<file path="src/rtl/gpio_irq_if.sv">
// APB3 completer-side signal bundle for the GPIO block.
// Pure wiring, no latency of its own.
// pready is driven by the completer; this block never stalls the bus.
interface gpio_irq_if;
    logic        psel;
    logic        penable;
    logic        pwrite;
    logic [15:0] paddr;
    logic [31:0] pwdata;
    logic [31:0] prdata;
    logic        pready;
    logic        pslverr;

    modport slave (
        input  psel, penable, pwrite, paddr, pwdata,
        output prdata, pready, pslverr
    );

    modport master (
        output psel, penable, pwrite, paddr, pwdata,
        input  prdata, pready, pslverr
    );
endinterface

</file>
<file path="src/rtl/gpio_irq.sv">
// APB GPIO with atomic SET/CLR/XOR aliases, input synchroniser and per-pin edge/level interrupts.
// Latency: writes commit on the access-phase edge; inputs reach IN after SYNC_STAGES edges; irq is registered.
// Backpressure: none, pready is tied high (zero wait states).
module gpio_irq #(
    parameter int N_GPIOS     = 8,
    parameter int SYNC_STAGES = 2
) (
    input  logic               clk,
    input  logic               rst,
    gpio_irq_if.slave          apbs,
    output logic [N_GPIOS-1:0] o,
    output logic [N_GPIOS-1:0] oe,
    input  logic [N_GPIOS-1:0] i,
    output logic               irq
);

    localparam logic [3:0] A_OUT     = 4'd0;
    localparam logic [3:0] A_OUT_SET = 4'd1;
    localparam logic [3:0] A_OUT_CLR = 4'd2;
    localparam logic [3:0] A_OUT_XOR = 4'd3;
    localparam logic [3:0] A_OE      = 4'd4;
    localparam logic [3:0] A_OE_SET  = 4'd5;
    localparam logic [3:0] A_OE_CLR  = 4'd6;
    localparam logic [3:0] A_OE_XOR  = 4'd7;
    localparam logic [3:0] A_IN      = 4'd8;
    localparam logic [3:0] A_INTE    = 4'd9;
    localparam logic [3:0] A_INTTYPE = 4'd10;
    localparam logic [3:0] A_INTPOL  = 4'd11;
    localparam logic [3:0] A_INTSTAT = 4'd12;

    logic [N_GPIOS-1:0] out_q, out_d;
    logic [N_GPIOS-1:0] oe_q, oe_d;
    logic [N_GPIOS-1:0] inte_q, inte_d;
    logic [N_GPIOS-1:0] inttype_q, inttype_d;
    logic [N_GPIOS-1:0] intpol_q, intpol_d;
    logic [N_GPIOS-1:0] edge_q, edge_d;
    logic [SYNC_STAGES-1:0][N_GPIOS-1:0] sync_q;
    logic [N_GPIOS-1:0] in_d_q;
    logic               irq_q, irq_d;

    logic [3:0]         idx;
    logic               access;
    logic               bad;
    logic               wr;
    logic [N_GPIOS-1:0] wd;
    logic [N_GPIOS-1:0] in_s;
    logic [N_GPIOS-1:0] sel_edge;
    logic [N_GPIOS-1:0] intstat;
    logic [N_GPIOS-1:0] rd_val;
    logic [31:0]        rd_word;

    // Only paddr[5:2] is decoded and only the low N_GPIOS data bits are stored.
    logic unused_apb;
    assign unused_apb = ^{apbs.paddr[15:6], apbs.paddr[1:0], apbs.pwdata};

    assign idx    = apbs.paddr[5:2];
    assign access = apbs.psel & apbs.penable;
    // Unmapped offsets and writes to the read-only input register are rejected.
    assign bad    = (idx >= 4'd13) | (apbs.pwrite & (idx == A_IN));
    assign wr     = access & apbs.pwrite & ~bad;
    assign wd     = apbs.pwdata[N_GPIOS-1:0];

    assign in_s     = sync_q[SYNC_STAGES-1];
    assign sel_edge = (intpol_q & in_s & ~in_d_q) | (~intpol_q & ~in_s & in_d_q);
    // Edge pins report the sticky bit, level pins report the live (polarity-adjusted) input.
    assign intstat  = (inttype_q & edge_q) | (~inttype_q & ~(in_s ^ intpol_q));

    assign o                = out_q;
    assign oe               = oe_q;
    assign irq              = irq_q;
    assign apbs.pready      = 1'b1;
    assign apbs.pslverr     = access & bad;
    assign apbs.prdata      = (apbs.psel & ~bad) ? rd_word : 32'd0;

    // Register write decode, sticky edge status and interrupt line next state.
    always_comb begin
        out_d     = out_q;
        oe_d      = oe_q;
        inte_d    = inte_q;
        inttype_d = inttype_q;
        intpol_d  = intpol_q;
        if (wr) begin
            case (idx)
                A_OUT:     out_d     = wd;
                A_OUT_SET: out_d     = out_q | wd;
                A_OUT_CLR: out_d     = out_q & ~wd;
                A_OUT_XOR: out_d     = out_q ^ wd;
                A_OE:      oe_d      = wd;
                A_OE_SET:  oe_d      = oe_q | wd;
                A_OE_CLR:  oe_d      = oe_q & ~wd;
                A_OE_XOR:  oe_d      = oe_q ^ wd;
                A_INTE:    inte_d    = wd;
                A_INTTYPE: inttype_d = wd;
                A_INTPOL:  intpol_d  = wd;
                default:   ;
            endcase
        end
        // A new edge beats a same-cycle W1C; leaving edge mode drops the sticky bit.
        edge_d = ((edge_q & ~((wr && idx == A_INTSTAT) ? wd : '0)) | sel_edge) & inttype_d;
        irq_d  = |(intstat & inte_q);
    end

    // Read-data mux, zero-extended to the bus width; aliases read as zero.
    always_comb begin
        rd_val = '0;
        case (idx)
            A_OUT:     rd_val = out_q;
            A_OE:      rd_val = oe_q;
            A_IN:      rd_val = in_s;
            A_INTE:    rd_val = inte_q;
            A_INTTYPE: rd_val = inttype_q;
            A_INTPOL:  rd_val = intpol_q;
            A_INTSTAT: rd_val = intstat;
            default:   rd_val = '0;
        endcase
        rd_word                = '0;
        rd_word[N_GPIOS-1:0]   = rd_val;
    end

    // State registers, input synchroniser and delay flop, all cleared by reset.
    always_ff @(posedge clk or posedge rst) begin
        if (rst) begin
            out_q     <= '0;
            oe_q      <= '0;
            inte_q    <= '0;
            inttype_q <= '0;
            intpol_q  <= '0;
            edge_q    <= '0;
            sync_q    <= '0;
            in_d_q    <= '0;
            irq_q     <= 1'b0;
        end else begin
            out_q     <= out_d;
            oe_q      <= oe_d;
            inte_q    <= inte_d;
            inttype_q <= inttype_d;
            intpol_q  <= intpol_d;
            edge_q    <= edge_d;
            sync_q    <= {sync_q[SYNC_STAGES-2:0], i};
            in_d_q    <= in_s;
            irq_q     <= irq_d;
        end
    end

endmodule

</file>
<file path="src/flat_wrapper.sv">
// flat-port wrapper written by rule: the top's interface ports become plain ports
module gpio_irq_flat 
#(
    parameter int N_GPIOS     = 8,
    parameter int SYNC_STAGES = 2
)
  (clk, rst, o, oe, i, irq, apbs_psel, apbs_penable, apbs_pwrite, apbs_paddr, apbs_pwdata, apbs_prdata, apbs_pready, apbs_pslverr);
  gpio_irq_if apbs_i ();
  input  logic clk;
  input  logic rst;
  output logic [N_GPIOS-1:0] o;
  output logic [N_GPIOS-1:0] oe;
  input  logic [N_GPIOS-1:0] i;
  output logic irq;
  input wire logic [$bits(apbs_i.psel)-1:0] apbs_psel;
  input wire logic [$bits(apbs_i.penable)-1:0] apbs_penable;
  input wire logic [$bits(apbs_i.pwrite)-1:0] apbs_pwrite;
  input wire logic [$bits(apbs_i.paddr)-1:0] apbs_paddr;
  input wire logic [$bits(apbs_i.pwdata)-1:0] apbs_pwdata;
  output wire logic [$bits(apbs_i.prdata)-1:0] apbs_prdata;
  output wire logic [$bits(apbs_i.pready)-1:0] apbs_pready;
  output wire logic [$bits(apbs_i.pslverr)-1:0] apbs_pslverr;
  assign apbs_i.psel = apbs_psel;
  assign apbs_i.penable = apbs_penable;
  assign apbs_i.pwrite = apbs_pwrite;
  assign apbs_i.paddr = apbs_paddr;
  assign apbs_i.pwdata = apbs_pwdata;
  assign apbs_prdata = apbs_i.prdata;
  assign apbs_pready = apbs_i.pready;
  assign apbs_pslverr = apbs_i.pslverr;
  gpio_irq #(.N_GPIOS(N_GPIOS), .SYNC_STAGES(SYNC_STAGES)) u_core (.clk(clk), .rst(rst), .apbs(apbs_i), .o(o), .oe(oe), .i(i), .irq(irq));
endmodule
</file>
<file path="config.mk">
export PLATFORM = sky130hd
export DESIGN_NAME = gpio_irq_flat
export DESIGN_NICKNAME = d
export VERILOG_FILES = /design/src/rtl/gpio_irq_if.sv /design/src/rtl/gpio_irq.sv /design/src/flat_wrapper.sv
export SDC_FILE = /design/constraint.sdc
export NUM_CORES = 1
export LEC_CHECK = 0
export CORE_AREA = 2 2 142 144
export DETAILED_ROUTE_END_ITERATION = 10
export DIE_AREA = 0 0 144 146
export SLEW_MARGIN = 15
export SYNTH_ARGS = -nofsm -noshare
export SYNTH_HDL_FRONTEND = slang
export SYNTH_SLANG_ARGS = --single-unit
</file>
<file path="constraint.sdc">
create_clock -name clk -period 2.3 [get_ports clk]
set_input_delay 0.345 -clock clk [delete_from_list [all_inputs] [get_ports clk]]
set_output_delay 0.345 -clock clk [all_outputs]
set_load 0.02 [all_outputs]
</file>
== After elaboration in Yosys (flattened, before gate mapping) ==
Index checks and enable logic that the tools add are counted.
Word-level totals
  register bits after elaboration: 73
  output and inout bits: 51
Cells by class
  mux-type cells: 7
  $lt $le $gt $ge: 1
  reduce and logical (&&, ||, !) cells: 9
  bitwise logic cells: 34
  eq/ne operators: 12
Operator list (number)
  $and 8x8->8: 11
  $pmux 8 s4: 2
  $not 8->8: 7
  $pmux 8 s7: 1
  $or 8x8->8: 5
  $mux 8: 4
  $xor 8x8->8: 3
  $eq 4x4->1 const B: 5
  $eq 4x3->1 const B: 4
  $eq 4x2->1 const B: 2
  $reduce_and 2->1: 4
  $reduce_bool 4->1: 2
  $reduce_or 8->1: 1
  $and 1x1->1: 6
  $eq 4x1->1 const B: 1
  $ge 4x4->1 const B: 1
  $logic_not 4->1: 1
  $logic_and 1x1->1: 1
  $not 1->1: 1
  $or 1x1->1: 1

== Longest topological paths before layout ==
  depth in word-level cells: 11
  mapped depth: 7
  mapped depth without buffers: 6

== Worst setup path before layout ==
Ideal clock, no wire load.
  kind: input to output
  start point: input port apbs_paddr[3]
  end point: output port apbs_prdata[7]
  arrival time: 1.688 ns
  cell stages on the path: 6
  buffers on the path: 3
  slack: 0.267 ns
  required time: 1.955 ns
  path through: buf_2 buf_2 buf_4 nand4_1 a31o_2 a21oi_1
Between the ends
  longest elaborated chain between the ends: 6
  elaborated cells between the ends (all ways): 14
  classes of those cells: 1 x order compare; 6 x eq/ne; 2 x mux; 4 x bitwise; 1 x reduce/logical
RTL lines
  from (decl): RTL line flat_wrapper.sv:18  | input wire logic [$bits(apbs_i.paddr)-1:0] apbs_paddr;
  branches (longest 5 deep; another with $ge 4x4->1)
  $mux 8 (*): RTL line gpio_irq.sv:73  | assign apbs.prdata = (apbs.psel & ~bad) ? rd_word : 32'd0;
  to (decl): RTL line flat_wrapper.sv:20  | output wire logic [$bits(apbs_i.prdata)-1:0] apbs_prdata;
Mark *: on every way between the ends.

== Worst setup path after layout ==
  start point: input port apbs_paddr[5]
  end point: output port apbs_prdata[2]
Same word-level chain as after synthesis.

==> impl_metrics.json <==
{
  "status": "finished with violations",
  "violations": "negative setup slack",
  "grt_pass1_vias": 3487,
  "seq_area_frac_synth_pct": 38.3,
  "cp.required_ns": 1.96,
  "rows": 51,
  "cts.sinks": 73,
  "area_growth_syn_to_layout_pct": 31.7,
  "synth-seq-cells": 73,
  "drt_iter0_markers": 204,
  "p_sw_uw": 1290,
  "io_pins": 112,
  "drv_cap": 0,
  "synthTopCellsByArea": "dfrtp_1 38%, ha_1 13%, mux4_2 6.6%, mux2i_1 6.1%, mux2_4 5.0%",
  "cts-buffers-inserted": 9,
  "ys.flop_type": "dfrtp_1",
  "grt_usage_pct": 12.1,
  "hold_path.class": "reg -> reg",
  "crit_family": "buffers and inverters",
  "skew_ns": 0.0111,
  "die_x_um": 144,
  "synth_edf_count": 0,
  "sw_frac_of_total_pct": 30.7,
  "vdd_drop_max_uv": 300,
  "fin_ws_ns": -0.00523,
  "insertedDiodeCount": 0,
  "finalHoldViolCount": 0,
  "wirelength_um": 12300,
  "synth_warnings": 0,
  "placed_area_um2": 5960,
  "synth_top_area_share_pct": 38.3,
  "critPathMostFrequentCell": "buf_4",
  "p_leak_uw": 0.00298,
  "dr_wl_met3_um": 580,
  "worst-path-buf-inv": 4,
  "hpwl_um": 9320,
  "dieArea_um2": 21000,
  "cts_max_path_buffers": 2,
  "grt_pass1_wl_um": 19200,
  "syn_area_per_cell_um2": 10.7,
  "wl_met1_um": 5970,
  "total_power_uw": 4190,
  "gp_congestion": 0.841,
  "cp_cell_sequence": "dlygate4sd2_1 > buf_4 > and2_1 > a22o_1 > a22oi_1 > a21oi_1 > buf_4 > clkdlybuf4s15_2",
  "critPathLaunchType": "input port",
  "cp_data_arrival_time_ns": 1.96,
  "die_h_um": 146,
  "comb_power_share_pct": 28.5,
  "clockPowerShare_pct": 33.1,
  "met2_length_um": 5610,
  "dr.pass1.iters": 4,
  "drc": 0,
  "io_buffer_count": 50,
  "setup_viol": 1,
  "via_per_inst": 4.22,
  "ant_nets": 0,
  "synth-async-reset-ratio_pct": 100,
  "clk_latency_ns": 0.35,
  "cts_tree": "yes",
  "synth_cells": 447,
  "utilization_pct": 32.5,
  "synth.largest_area_cell": "dfrtp_1",
  "end_kind": "output port",
  "initial_utilization_pct": 24.7,
  "clk_root_buffer_cell": "clkbuf_16",
  "fillCellCount": 1955,
  "synthDistinctLibCells": 48,
  "num_vias": 3515,
  "tns_ns": -0.00523,
  "min_period_ns": 2.31,
  "p_per_area_nw_per_um2": 666,
  "critPathMaxStageDelay_ns": 0.31,
  "antenna_found_initial": 0,
  "drive_above_1_share_pct": 26.6,
  "power_frac_seq_pct": 38.4,
  "internal-power_uw": 2900,
  "clk_pin_slew_ns": 0.06,
  "wl_per_cell_um": 14.8,
  "stdcell_area_um2": 6280,
  "drv_slew": 0,
  "dr.max_layer_used": "met4",
  "netlist_area_um2": 4770,
  "rsz0062_at_grt": "yes",
  "gr-total-overflow": 0,
  "fmax_mhz": 434,
  "cts_hold_buf": 0,
  "cp_max_fo": 10,
  "coreArea_um2": 19300,
  "crit_slowest_cell": "dlygate4sd2_1",
  "crit_type": "in -> out",
  "grt_max_degree": 74,
  "final_nets": 672,
  "htreeDepth": 3,
  "min_period_over_period_pct": 100
}
sequential cells by signal, indices dropped and copies added, names as in the netlist:
signal / count
u_core.inte_q: 8
u_core.in_s: 8
u_core.edge_q: 8
u_core.oe: 8
u_core.intpol_q: 8
u_core.irq: 1
u_core.o: 8
u_core.inttype_q: 8
u_core.in_d_q: 8
u_core.sync_q: 8
routing by layer:
layer	vias up	global-route usage [%]
li1	1726	-
met1	1697	16.7
met2	78	18.3
met3	14	3.62
met4	0	3.58
met5	-	0
per-stage QoR:
stage / setup slack (ns) / instances / hold slack (ns)
after floorplan: 0.102 / 470 / 0.331
after global placement: -0.637 / 816 / 0.334
after detailed placement: -0.643 / 816 / 0.335
after CTS: 0.000801 / 832 / 0.346
after global routing: -0.0802 / 833 / 0.359
final: -0.00523 / 833 / 0.344
worst paths after layout:
kind / start / to / slack [ns] / cells past startpoint
min in group asynchronous: rst / u_core.oe[4] / 0.41 / 3
worst min-delay path: u_core.sync_q[0] / u_core.in_s[0] / 0.34 / 0
worst max-delay path: apbs_paddr[5] / apbs_prdata[2] / -0.005 / 8
worst min register to register: u_core.sync_q[0] / u_core.in_s[0] / 0.34 / 0
max in group asynchronous: rst / u_core.o[1] / 1.56 / 3
worst max register to register: u_core.o[1] / u_core.o[1] / 0.76 / 6
kinds of logic (layout without fill, tap and decap cells):
logic type | after synthesis | after routing | share of synthesized area, %
AOI/OAI and AO/OA | 80 | 80 | 10.7
buffers and inverters | 106 | 204 | 11.1
muxes | 59 | 59 | 17.7
adders and majority gates | 48 | 48 | 12.6
and+or+nand+nor | 79 | 79 | 9.44
DFF | 73 | 73 | 38.3
other | 2 | 25 | 0.157
power groups by stage:
stage	Clock (uW)	Combinational [uW]	Sequential (uW)
after CTS	1420	1190	1610
after floorplan	0	637	1680
final	1390	1190	1610
after detailed placement	0	1190	1620
after global routing	1490	1330	1630
after global placement	0	1160	1620
layout make-up:
cell class	count	area [um2]	area share, %
Sequential cell	73	1830	29.1
Multi-Input combinational cell	291	2530	40.3
Timing Repair Buffer	127	1070	17.0
Clock inverter	2	10.0	0.159
Tap cell	265	332	5.28
Clock buffer	14	284	4.52
Inverter	61	230	3.66
synth_stat cells, types with 9 or more instances:
cell type,number
nor2b_1,9
mux2i_1,29
nand2_1,14
a21oi_1,19
mux2_4,16
dfrtp_1,73
buf_2,11
ha_1,48
inv_1,61
nand3_1,10
o21ai_0,22
mux4_2,14
nor2_1,12
buf_4,27
placed cells by master (no fill, tap or decap), types with 4 or more instances in the layout:
cell type,n
or3_1,4
a21oi_2,5
ha_1,48
a21boi_1,8
clkdlybuf4s50_1,38
buf_2,4
nand2_1,14
mux2_4,16
mux2i_1,27
nor2b_1,8
a22oi_1,5
mux4_2,14
nand2b_1,8
nand3_1,10
a32oi_1,4
nor2_1,11
o21ai_0,22
a22o_1,5
clkdlybuf4s15_2,4
a31o_2,4
buf_4,77
inv_1,60
clkbuf_8,4
a21oi_1,14
conb_1,25
clkbuf_16,9
dfrtp_1,73
repair_timing:
| item | CTS | global route |
|---|---|---|
| endpoints found under the hold margin | 0 | 0 |
| gates resized for setup | 30 | 11 |
| endpoints found under the setup margin | 9 | 8 |
| pin swaps | 1 | 3 |
| setup buffers | 0 | 1 |
Power figures use the tool's default switching activity.
